File: src/rtl/imem_load_fetch_ctrl.sv
`default_nettype none
// ============================================================================
//  Module   : imem_load_fetch_ctrl
//  Purpose  : Owns the single port of the instruction memory and shares it
//             between a streaming program loader and the CPU fetch stage.
//             After reset (or a reload pulse) the LOAD phase writes loader
//             words to consecutive addresses while the CPU is stalled; the
//             RUN phase then serves byte-addressed PC fetches, one response
//             per request, with misaligned/out-of-program fetches flagged as
//             faults and answered with NOP_WORD.
//  Ports    : clk, rst_n            - clock / async active-low reset
//             reload                - restart program load (pulse)
//             ld_valid/ld_data/ld_last/ld_ready - loader stream handshake
//             fetch_req/fetch_pc    - CPU fetch request (byte address)
//             fetch_valid/fetch_instr/fetch_fault - fetch response
//             cpu_stall             - CPU must hold while memory is written
//             mem_we/mem_addr/mem_wdata/mem_rdata - memory port (sync read)
//             load_count            - words in the current program
//  Revision : 1.0 - initial release
// ============================================================================
module imem_load_fetch_ctrl #(
    parameter int          ADDR_W   = 5,
    parameter int          DATA_W   = 32,
    parameter logic [31:0] NOP_WORD = 32'h0000_0000
) (
    input  logic              clk,
    input  logic              rst_n,
    input  logic              reload,
    input  logic              ld_valid,
    input  logic [DATA_W-1:0] ld_data,
    input  logic              ld_last,
    output logic              ld_ready,
    input  logic              fetch_req,
    input  logic [31:0]       fetch_pc,
    output logic              fetch_valid,
    output logic [DATA_W-1:0] fetch_instr,
    output logic              fetch_fault,
    output logic              cpu_stall,
    output logic              mem_we,
    output logic [ADDR_W-1:0] mem_addr,
    output logic [DATA_W-1:0] mem_wdata,
    input  logic [DATA_W-1:0] mem_rdata,
    output logic [ADDR_W:0]   load_count
);

    typedef enum logic [0:0] {
        ST_LOAD = 1'b0,
        ST_RUN  = 1'b1
    } state_t;

    localparam logic [ADDR_W-1:0] c_wp_max = '1;
    localparam logic [DATA_W-1:0] c_nop    = NOP_WORD[DATA_W-1:0];

    state_t              r_state;
    state_t              w_next;
    logic [ADDR_W-1:0]   r_wp;
    logic [ADDR_W:0]     r_load_count;
    logic                r_rsp_valid;
    logic                r_rsp_fault;
    logic [DATA_W-1:0]   r_hold_instr;
    logic                r_hold_fault;

    logic                w_accept;
    logic                w_fetch;
    logic                w_fault;
    logic [ADDR_W-1:0]   w_idx;
    logic [DATA_W-1:0]   w_instr;

    // Word index of the requested PC and its fault classification.
    assign w_idx   = fetch_pc[ADDR_W+1:2];
    assign w_fault = (fetch_pc[1:0] != 2'b00)
                   || (fetch_pc[31:ADDR_W+2] != '0)
                   || ({1'b0, w_idx} >= r_load_count);

    // ------------------------------------------------------------------
    // State register
    // ------------------------------------------------------------------
    always_ff @(posedge clk or negedge rst_n) begin
        if (!rst_n) begin
            r_state <= ST_LOAD;
        end else begin
            r_state <= w_next;
        end
    end

    // ------------------------------------------------------------------
    // Next state and memory-port / handshake outputs
    // ------------------------------------------------------------------
    always_comb begin
        w_next    = r_state;
        ld_ready  = 1'b0;
        cpu_stall = 1'b0;
        mem_we    = 1'b0;
        mem_addr  = '0;
        mem_wdata = '0;
        w_accept  = 1'b0;
        w_fetch   = 1'b0;
        case (r_state)
            ST_LOAD: begin
                ld_ready  = 1'b1;
                cpu_stall = 1'b1;
                mem_addr  = r_wp;
                // rst_n gates the write so an asynchronous reset that lands
                // mid-cycle never lets a half-accepted word reach memory.
                // A word arriving with reload is dropped rather than written.
                w_accept  = rst_n && ld_valid && !reload;
                mem_we    = w_accept;
                if (w_accept) begin
                    mem_wdata = ld_data;
                    if (ld_last || (r_wp == c_wp_max)) begin
                        w_next = ST_RUN;
                    end
                end
            end
            ST_RUN: begin
                if (fetch_req) begin
                    mem_addr = w_idx;
                end
                // reload wins over a fetch presented in the same cycle.
                w_fetch = rst_n && fetch_req && !reload;
                if (reload) begin
                    w_next = ST_LOAD;
                end
            end
            default: begin
                w_next = ST_LOAD;
            end
        endcase
    end

    // ------------------------------------------------------------------
    // Load pointer, program length and fetch response pipeline
    // ------------------------------------------------------------------
    always_ff @(posedge clk or negedge rst_n) begin
        if (!rst_n) begin
            r_wp         <= '0;
            r_load_count <= '0;
            r_rsp_valid  <= 1'b0;
            r_rsp_fault  <= 1'b0;
            r_hold_instr <= c_nop;
            r_hold_fault <= 1'b0;
        end else begin
            r_rsp_valid <= w_fetch;
            r_rsp_fault <= w_fault;
            if (r_rsp_valid) begin
                r_hold_instr <= w_instr;
                r_hold_fault <= r_rsp_fault;
            end
            if (reload) begin
                r_wp         <= '0;
                r_load_count <= '0;
            end else if (w_accept) begin
                // wp wraps to 0 only on the final word, which also exits LOAD.
                r_wp         <= r_wp + 1'b1;
                r_load_count <= {1'b0, r_wp} + 1'b1;
            end
        end
    end

    // The memory read data is only valid in the response cycle, so the
    // response is formed combinationally then and held in registers after.
    assign w_instr     = r_rsp_fault ? c_nop : mem_rdata;
    assign fetch_valid = r_rsp_valid;
    assign fetch_instr = r_rsp_valid ? w_instr : r_hold_instr;
    assign fetch_fault = r_rsp_valid ? r_rsp_fault : r_hold_fault;
    assign load_count  = r_load_count;

endmodule
`default_nettype wire
File: config.mk
export PLATFORM = sky130hd
export DESIGN_NAME = imem_load_fetch_ctrl
export DESIGN_NICKNAME = d
export VERILOG_FILES = /design/src/rtl/imem_load_fetch_ctrl.sv
export SDC_FILE = /design/constraint.sdc
export NUM_CORES = 1
export LEC_CHECK = 0
export CORE_ASPECT_RATIO = 1.2
export CORE_MARGIN = 3
export CORE_UTILIZATION = 29
export CTS_BUF_LIST = sky130_fd_sc_hd__clkbuf_16
export DETAILED_ROUTE_END_ITERATION = 7
export PLACE_DENSITY = 0.77
export REMOVE_ABC_BUFFERS = 1
export SKIP_CTS_REPAIR_TIMING = 1
export SLEW_MARGIN = 20
export SYNTH_ARGS = -nofsm -noshare
export SYNTH_HDL_FRONTEND = slang
export SYNTH_SLANG_ARGS = --single-unit
export TNS_END_PERCENT = 50
File: constraint.sdc
create_clock -name clk -period 1.4 [get_ports clk]
set_input_delay 0.21 -clock clk [delete_from_list [all_inputs] [get_ports clk]]
set_output_delay 0.21 -clock clk [all_outputs]
set_load 0.03 [all_outputs]
* Yosys cells after proc, flatten, opt, wreduce, memory -nomap -nowiden *
Cells that the tools add are included.

storage, ports and cells
  flip-flop bits (word level) = 47
  output and inout bits = 80
  logic and storage cells = 41
  input port bits = 102

operators by class
  $add $sub $neg = 2
  eq/ne operators = 1
  order comparisons = 1
  reduce and logical (&&, ||, !) cells = 11
  bitwise gates (word level) = 1
  mux-type cells = 18

operators with widths
  operator             count
  $mux 32              4
  $reduce_bool 25->1   1
  $mux 5               3
  $mux 6               2
  $pmux 5 s2           1
  $mux 1               7
  $add 5x1->6 const B  1
  $ge 5x6->1           1
  $add 5x1->5 const B  1
  $eq 5x5->1 const B   1
  $logic_and 1x1->1    4
  $reduce_bool 2->1    2
  $logic_or 1x1->1     3
  $pmux 1 s2           1
  $logic_not 1->1      1
  $not 1->1            1

* Depth between registers and ports, before layout *
  depth after elaboration = 5
  mapped depth = 5
  mapped depth without buffers = 5

* Worst setup path before layout *
Ideal clock, no wire load.

  path type = reg2out
  start = register r_rsp_valid (netlist: fetch_valid)
  end = output fetch_instr[10]
  required time = 1.190 ns
  arrival = 1.502 ns
  buffers on the path = 1
  cell stages (with the launch flop) = 3
  setup slack = -0.312 ns
  path through = dfrtp_1 clkbuf_1 o21ai_0

on the way
  longest elaborated chain between the ends = 1

RTL lines
  element                   line  source
  start: declaration        58    logic r_rsp_valid;
  start signal: assignment  143   r_rsp_valid <= w_fetch;
  $mux 32                   164   assign fetch_instr = r_rsp_valid ? w_instr : r_hold_instr;
  end: declaration          36    output logic [DATA_W-1:0] fetch_instr,

No other way between the ends.

* Final worst setup path *
  start = register r_state
  end = output mem_wdata[7]

on the way
  longest elaborated chain between the ends = 1

RTL lines
  element                   line  source
  start: declaration        54    state_t r_state;
  start signal: assignment  82    r_state <= w_next;
  $mux 32                   98    case (r_state)
  end: declaration          41    output logic [DATA_W-1:0] mem_wdata,

No other way between the ends.

==> results.toml <==
[finish]
nNetsFinal = 568
layout_common_cells = "98 x clkdlybuf4s50_1, 51 x buf_6, 47 x buf_4"
final_common_cell = "clkdlybuf4s50_1"
layout-drive-gt1-share_pct = 35.3
syn_to_final_growth_pct = 120
post-route-util_pct = 67.1
antenna_cells = 0

[critical_path]
r2r-start = "r_wp[0]"
crit_path_end_kind = "output port"
cp-startpoint = "r_state"
crit_path_start_kind = "flip-flop"
critical_path_class = "reg -> out"
worstPathMaxFanout = 33
cp.arrival_ns = 1.44
worstPathRequired_ns = 1.19

[outcome]
status = "finished with violations"
violations = "setup timing"

[global_routing]
antenna_found_initial = 0
grt_max_degree = 41
grt_pass1_wl_mm = 12.1
grt_use_total_pct = 18.0
grt-ovfl-total = 0
first_global_vias = 2670

[clock_tree]
clk_pin_slew_ns = 0.06
cts-root-buf = "clkbuf_16"
clock-sinks = 42
clk_latency_ns = 0.28
cts_tree = "yes"
htree_levels = 2
clk_path_buf_depth = 2
cts_buffers = 5

[sta]
fmax_mhz = 608
hold_viol = 0
rsz0062_at_grt = "true"
fin_ws_ns = -0.245
fin_skew_ns = 0.00569
tightestPinTransition_ns = 0.483
setup_viol = 67
min_period_ns = 1.65
finalCritPeriodShare_pct = 118
timing.slew.headroom_pct = 67.8
slew_violations = 0

[synthesis]
synth.area.top_cells = "dfrtp_1 49%, and2_1 9.3%, o21ai_0 9.3%"
yosysSeqAreaShare_pct = 49.0
synth_area_sq_mm = 0.00215
ys_types = 30
yosys.area.top_type_share_pct = 49.0
synth_seq_cells = 42
synth_top_area_cell = "dfrtp_1"
postSynthAreaPerCell_sq_um = 8.65
yosys_warnings = 0
netlist_instances = 248

[min_path]
hold_start = "fetch_req"
hp-class = "in -> reg"

[power]
p_per_area_mw_per_mm2 = 1020
p_total_w = 0.00479
ir_drop_uv = 664
p_leak_nw = 2.26

[floorplanning]
die_area_sq_mm = 0.00847
die_h_microns = 100
fp.coreArea_sq_mm = 0.00702
io_pins = 182
core.rowCount = 33
start_util_pct = 30.6
die_w_microns = 84.5

[routing]
ant_nets = 0
wl_per_cell_microns = 14.7
drt_iter0_drc = 24
routed_wl_mm = 8.03
drc = 0
vias = 2511
firstDrtPassIters = 4
viasPerCell = 4.60

[placed_design]
place.gp.congestion = 0.892
dp_hpwl_mm = 6.52
numPortBuffers = 181

[run]
max_cap_violations = 0
==> per-layer routing <==
metal | track usage [%] | routed length [microns] | vias to the layer above
met3 | 6.08 | 748 | 12
met1 | 19.4 | 2880 | 1147
met2 | 31.8 | 4200 | 131
met4 | 7.80 | 209 | 0
met5 | 0 | 0 | -
li1 | - | - | 1221
==> per-stage QoR <==
stage          hold WS (ns)  area [sq um]  std cells  setup WS [ns]  TNS [ns]
6_report              0.318          4710        546         -0.245    -12.19
3_3_place_gp          0.193          4200        538         -0.283     -8.98
5_1_grt               0.321          4710        546         -0.317    -17.07
2_1_floorplan       -0.0856          2090        236          -1.29   -100.21
4_1_cts              -0.119          4340        545         -0.335    -19.42
3_5_place_dp          0.179          4200        538         -0.308     -9.46
==> cell usage after synthesis <==
library cell,n
nor3_1,2
o21ai_0,40
nand3b_4,1
xnor2_1,2
inv_1,40
mux2i_1,2
or4_1,1
nand2_1,33
nand3_1,6
nand4b_1,1
nor2b_1,1
a211o_1,1
mux2_2,1
clkbuf_1,7
nor2_2,1
or3_1,1
nor2_1,6
nor3b_1,2
o21bai_1,1
and3_1,1
and2_1,32
ha_1,7
buf_2,4
nand3b_1,1
a21oi_1,3
dfrtp_1,42
nor4_1,6
nand4_1,1
buf_4,1
o2111ai_1,1
==> report_power, final <==
part           switching (W)  internal (W)
sequential         0.0000674       0.00146
clock               0.000413      0.000642
combinational        0.00113       0.00109
total                0.00161       0.00319
==> cell type report <==
class,instances,area [sq um]
well taps,87,109
flip-flops and latches,42,1050
clock buffers,5,125
fillers,535,2310
repair buffers,216,2230
inverters,40,150
clock inverters,2,10.0
multi-input cells,154,1030
==> flip-flops by register name (all words and copies together), names as in the netlist <==
| signal | flops |
|---|---|
| r_wp | 4 |
| r_state | 1 |
| fetch_valid | 1 |
| r_rsp_fault | 1 |
| r_hold_fault | 1 |
| load_count | 2 |
| r_hold_instr | 32 |
==> cells by family after synthesis <==
kind of cell | synth area share [%]
xor gates and xnor gates | 0.816
muxes | 1.46
DFF | 49.0
buffers and inverters | 9.50
adders and majority gates | 4.08
and+or+nand+nor | 24.0
AOI/OAI and AO/OA | 11.2
==> worst paths after layout <==
kind,end,slack [ns],cells after the start
min in group asynchronous,r_state,0.44,3
max reg2reg,r_rsp_fault,0.03,4
min reg2reg,r_hold_instr[1],0.51,2
max in group asynchronous,r_wp[0],0.29,4
min,fetch_valid,0.32,3
max,mem_wdata[7],-0.25,5
==> worst max-delay path: stages, from the launching register on <==
cell and delay (ns):
dfrtp_1 0.38, nand3b_4 0.18, nor2_4 0.11, buf_12 0.17, and2_1 0.15, buf_4 0.16
(Power assumes the default switching activity.)
==> RTL edit (config.mk and constraints unchanged) <==
Register the output `load_count` once more, with the module's reset; this adds one clock of latency there. The other outputs are not delayed to match.
--- a/src/rtl/imem_load_fetch_ctrl.sv
+++ b/src/rtl/imem_load_fetch_ctrl.sv
@@ -163,7 +163,13 @@
     assign fetch_valid = r_rsp_valid;
     assign fetch_instr = r_rsp_valid ? w_instr : r_hold_instr;
     assign fetch_fault = r_rsp_valid ? r_rsp_fault : r_hold_fault;
-    assign load_count  = r_load_count;
+    always_ff @(posedge clk or negedge rst_n) begin
+        if (!rst_n) begin
+            load_count <= '0;
+        end else begin
+            load_count <= r_load_count;
+        end
+    end
 
 endmodule
 `default_nettype wire
Check against the original RTL: not equivalent (a bounded check fails within 4 cycles, from zero or initial values and one cycle with rst_n low).
==> RTL edit against the original RTL <==
- the flow finishes with violations (hold timing, setup timing)
- sequential share of layout area is 3.3 points higher
- sequential cell count is 6 higher
- combinational power down 13%
- maximum frequency fell by 5.7%
- die area increased by 6.6%
- synthesized area is 7.1% higher
- critical endpoint is now mem_wdata[26]
- first-iteration DRC count grew to 2.7 times the old value
- power is 2.0% lower
- routed wire length rose by 0.76%
- sequential power grew 12%
- critical path type is now input port to primary output
- utilization fell by 4.7 points
- highest routed layer unchanged
- worst setup slack got worse by 99 ps
- design area down 0.74%
==> RTL edit: results (changes against the original RTL) <==
metric;value;unit;change
Compound-Gate Fraction of Synth Area;0.105;;was 0.112
post-synthesis sequential area ratio;0.523;;was 0.490
crit path max-delay cell type;clkdlybuf4s50_1;;was dfrtp_1
R2R depth;5;;was 4
# placed instances;531;;was 538
WL per Instance;14.9;um;was 14.7 um
CTS H-Tree Depth;2;;unchanged
Post-synth ARST share;1.00;;unchanged
# setup viols final;70;;was 67
adder-cell share of the synthesized area;0.0381;;was 0.0408
worst hold margin;-8.20;ps;was 318 ps
R2R Path End;r_load_count[4]$_DFFE_PN0P_;;was r_rsp_fault$_DFF_PN0_
clock transition at the registers of the reported paths;60;ps;about the same
insertion delay to the later sink of the worst-skew pair;280;ps;about the same
Tot GR Track Use;0.156;;was 0.180
failing checks;hold timing, setup timing;;was setup timing
Peak VDD IR;0.675;mV;was 0.664 mV
Slew HR;0.764;;was 0.678
Biggest register;r_hold_instr;;unchanged
Worst path top cell family by delay;buffers and inverters;;was simple AND/OR/NAND/NOR gates
final std cells w/o fill;544;;was 546
initial antenna violation count;0;;unchanged
mux contribution to synthesized area;0.0136;;was 0.0146
CP arrival;1530;ps;was 1440 ps
Detail Route Antenna Nets;0;;unchanged
biggest regs;r_hold_instr (32), load_count (6), r_wp (4);;
diode count;0;;unchanged
Avg Cell Area, Syn;9.01;um2;was 8.65 um2
top cells by area, synth;dfrtp_1 52%, and2_1 8.7%, o21ai_0 8.7%, inv_1 6.5%, nand2_1 5.4%;;was dfrtp_1 49%, and2_1 9.3%, o21ai_0 9.3%, inv_1 7.0%, nand2_1 5.8%
1st-pass router iterations;4;;unchanged
worst r2r src;r_wp[0]$_DFFE_PN0P_;;unchanged
NumNets Final;562;;was 568
first-pass GRT wire length;11200;um;was 12100 um
leak pwr;2.28;nW;was 2.26 nW
filler instances;614;;was 535
reg-to-reg slack, setup;0;ps;was 30 ps
clock buffer depth;2;;unchanged
Final WS setup;-345;ps;was -245 ps
total grt overflow;0;;unchanged
HPWL Detailed;6000;um;was 6520 um
crit-path max FO;17;;was 33
share of layout cells above drive strength 1;0.333;;was 0.353
vias per cell;4.49;;was 4.60
Psw;1.55;mW;was 1.61 mW
Synth cell types;29;;was 30
pin count of the biggest net entering global routing;51;;was 41
Initial DRC Count;64;;was 24
XOR/XNOR Fraction of Synth Area;0.00762;;was 0.00816
clock skew;3.98;ps;was 5.69 ps
worst hold path type;input port to async pin;;was input port to flip-flop
run status;finished, violations left;;unchanged
vias in the first global route;2468;;was 2670
Fin. Hold Viols;7;;was 0
max incr delay on CP;530;ps;was 380 ps
top_reg_cell synth;dfrtp_1;;unchanged
synth cell count leaders;48 x dfrtp_1, 40 x inv_1, 40 x o21ai_0;;was 42 x dfrtp_1, 40 x inv_1, 40 x o21ai_0
gpl congestion;0.817;;was 0.892
RTL edit: cell count changes in the layout (fill, tap and decap cells not counted), moves of 7 or more:
| cell | unedited run | this run |
|---|---|---|
| and2_1 | 25 | 4 |
| and2_4 | 7 | 28 |
| o21ai_2 | 25 | 9 |
| o21ai_0 | 1 | 14 |
| buf_6 | 51 | 41 |
| dfrtp_1 | 39 | 47 |
| buf_12 | 11 | 4 |
RTL edit: logic make-up after synthesis:
logic type	Yosys count
and+or+nand+nor	97
buffers and inverters	52
DFF	48
AOI/OAI and AO/OA	46
adders and majority gates	7
muxes	3
xor gates and xnor gates	2
RTL edit: worst reg2reg max path, cell delays in order, from the launching register on:
cell	delay [ps]
dfrtp_2	450
ha_2	200
and3_1	180
ha_1	270
mux2i_1	130
nor2_1	60
RTL edit: power groups by stage:
stage,sequential (mW),combinational (mW),clock [mW]
2_1_floorplan,1.72,0.852,0
3_3_place_gp,1.71,1.76,0
3_5_place_dp,1.72,1.79,0
4_1_cts,1.70,1.79,1.11
5_1_grt,1.72,2.06,1.17
6_report,1.70,1.93,1.07
RTL edit: per-stage QoR:
step	setup slack (ps)	area, um2	TNS [ps]
floorplan	-1290	2240	-112390
global placement	-308	4160	-10500
detailed placement	-332	4160	-11640
CTS	-458	4300	-21320
global route	-416	4680	-24780
finish	-345	4680	-18060
RTL edit: final cells by class:
cell class	count	area share
clock buffer	5	0.0267
clock inverter	3	0.00241
inverter	40	0.0321
multi-input combinational	155	0.221
sequential	48	0.257
tap	90	0.0241
timing repair buffer	203	0.436
RTL edit: how the worst max path moves through the flow:
stage                          startpoint               endpoint  slack (ps)  cells past startpoint
floorplan           fetch_valid$_DFF_PN0_         fetch_instr[0]       -1290                      3
global placement              fetch_pc[2]  r_rsp_fault$_DFF_PN0_        -310                      6
detailed placement               ld_valid          mem_wdata[18]        -330                      6
CTS                 fetch_valid$_DFF_PN0_            fetch_fault        -460                      2
global route            r_state$_DFF_PN0_          mem_wdata[26]        -420                      5
finish                           ld_valid          mem_wdata[26]        -340                      6
RTL edit: routing by layer:
metal | wire length [um] | GRT usage
met5 | 0 | 0
met4 | 168 | 0.0482
met3 | 773 | 0.0627
met2 | 4140 | 0.278
met1 | 3010 | 0.163
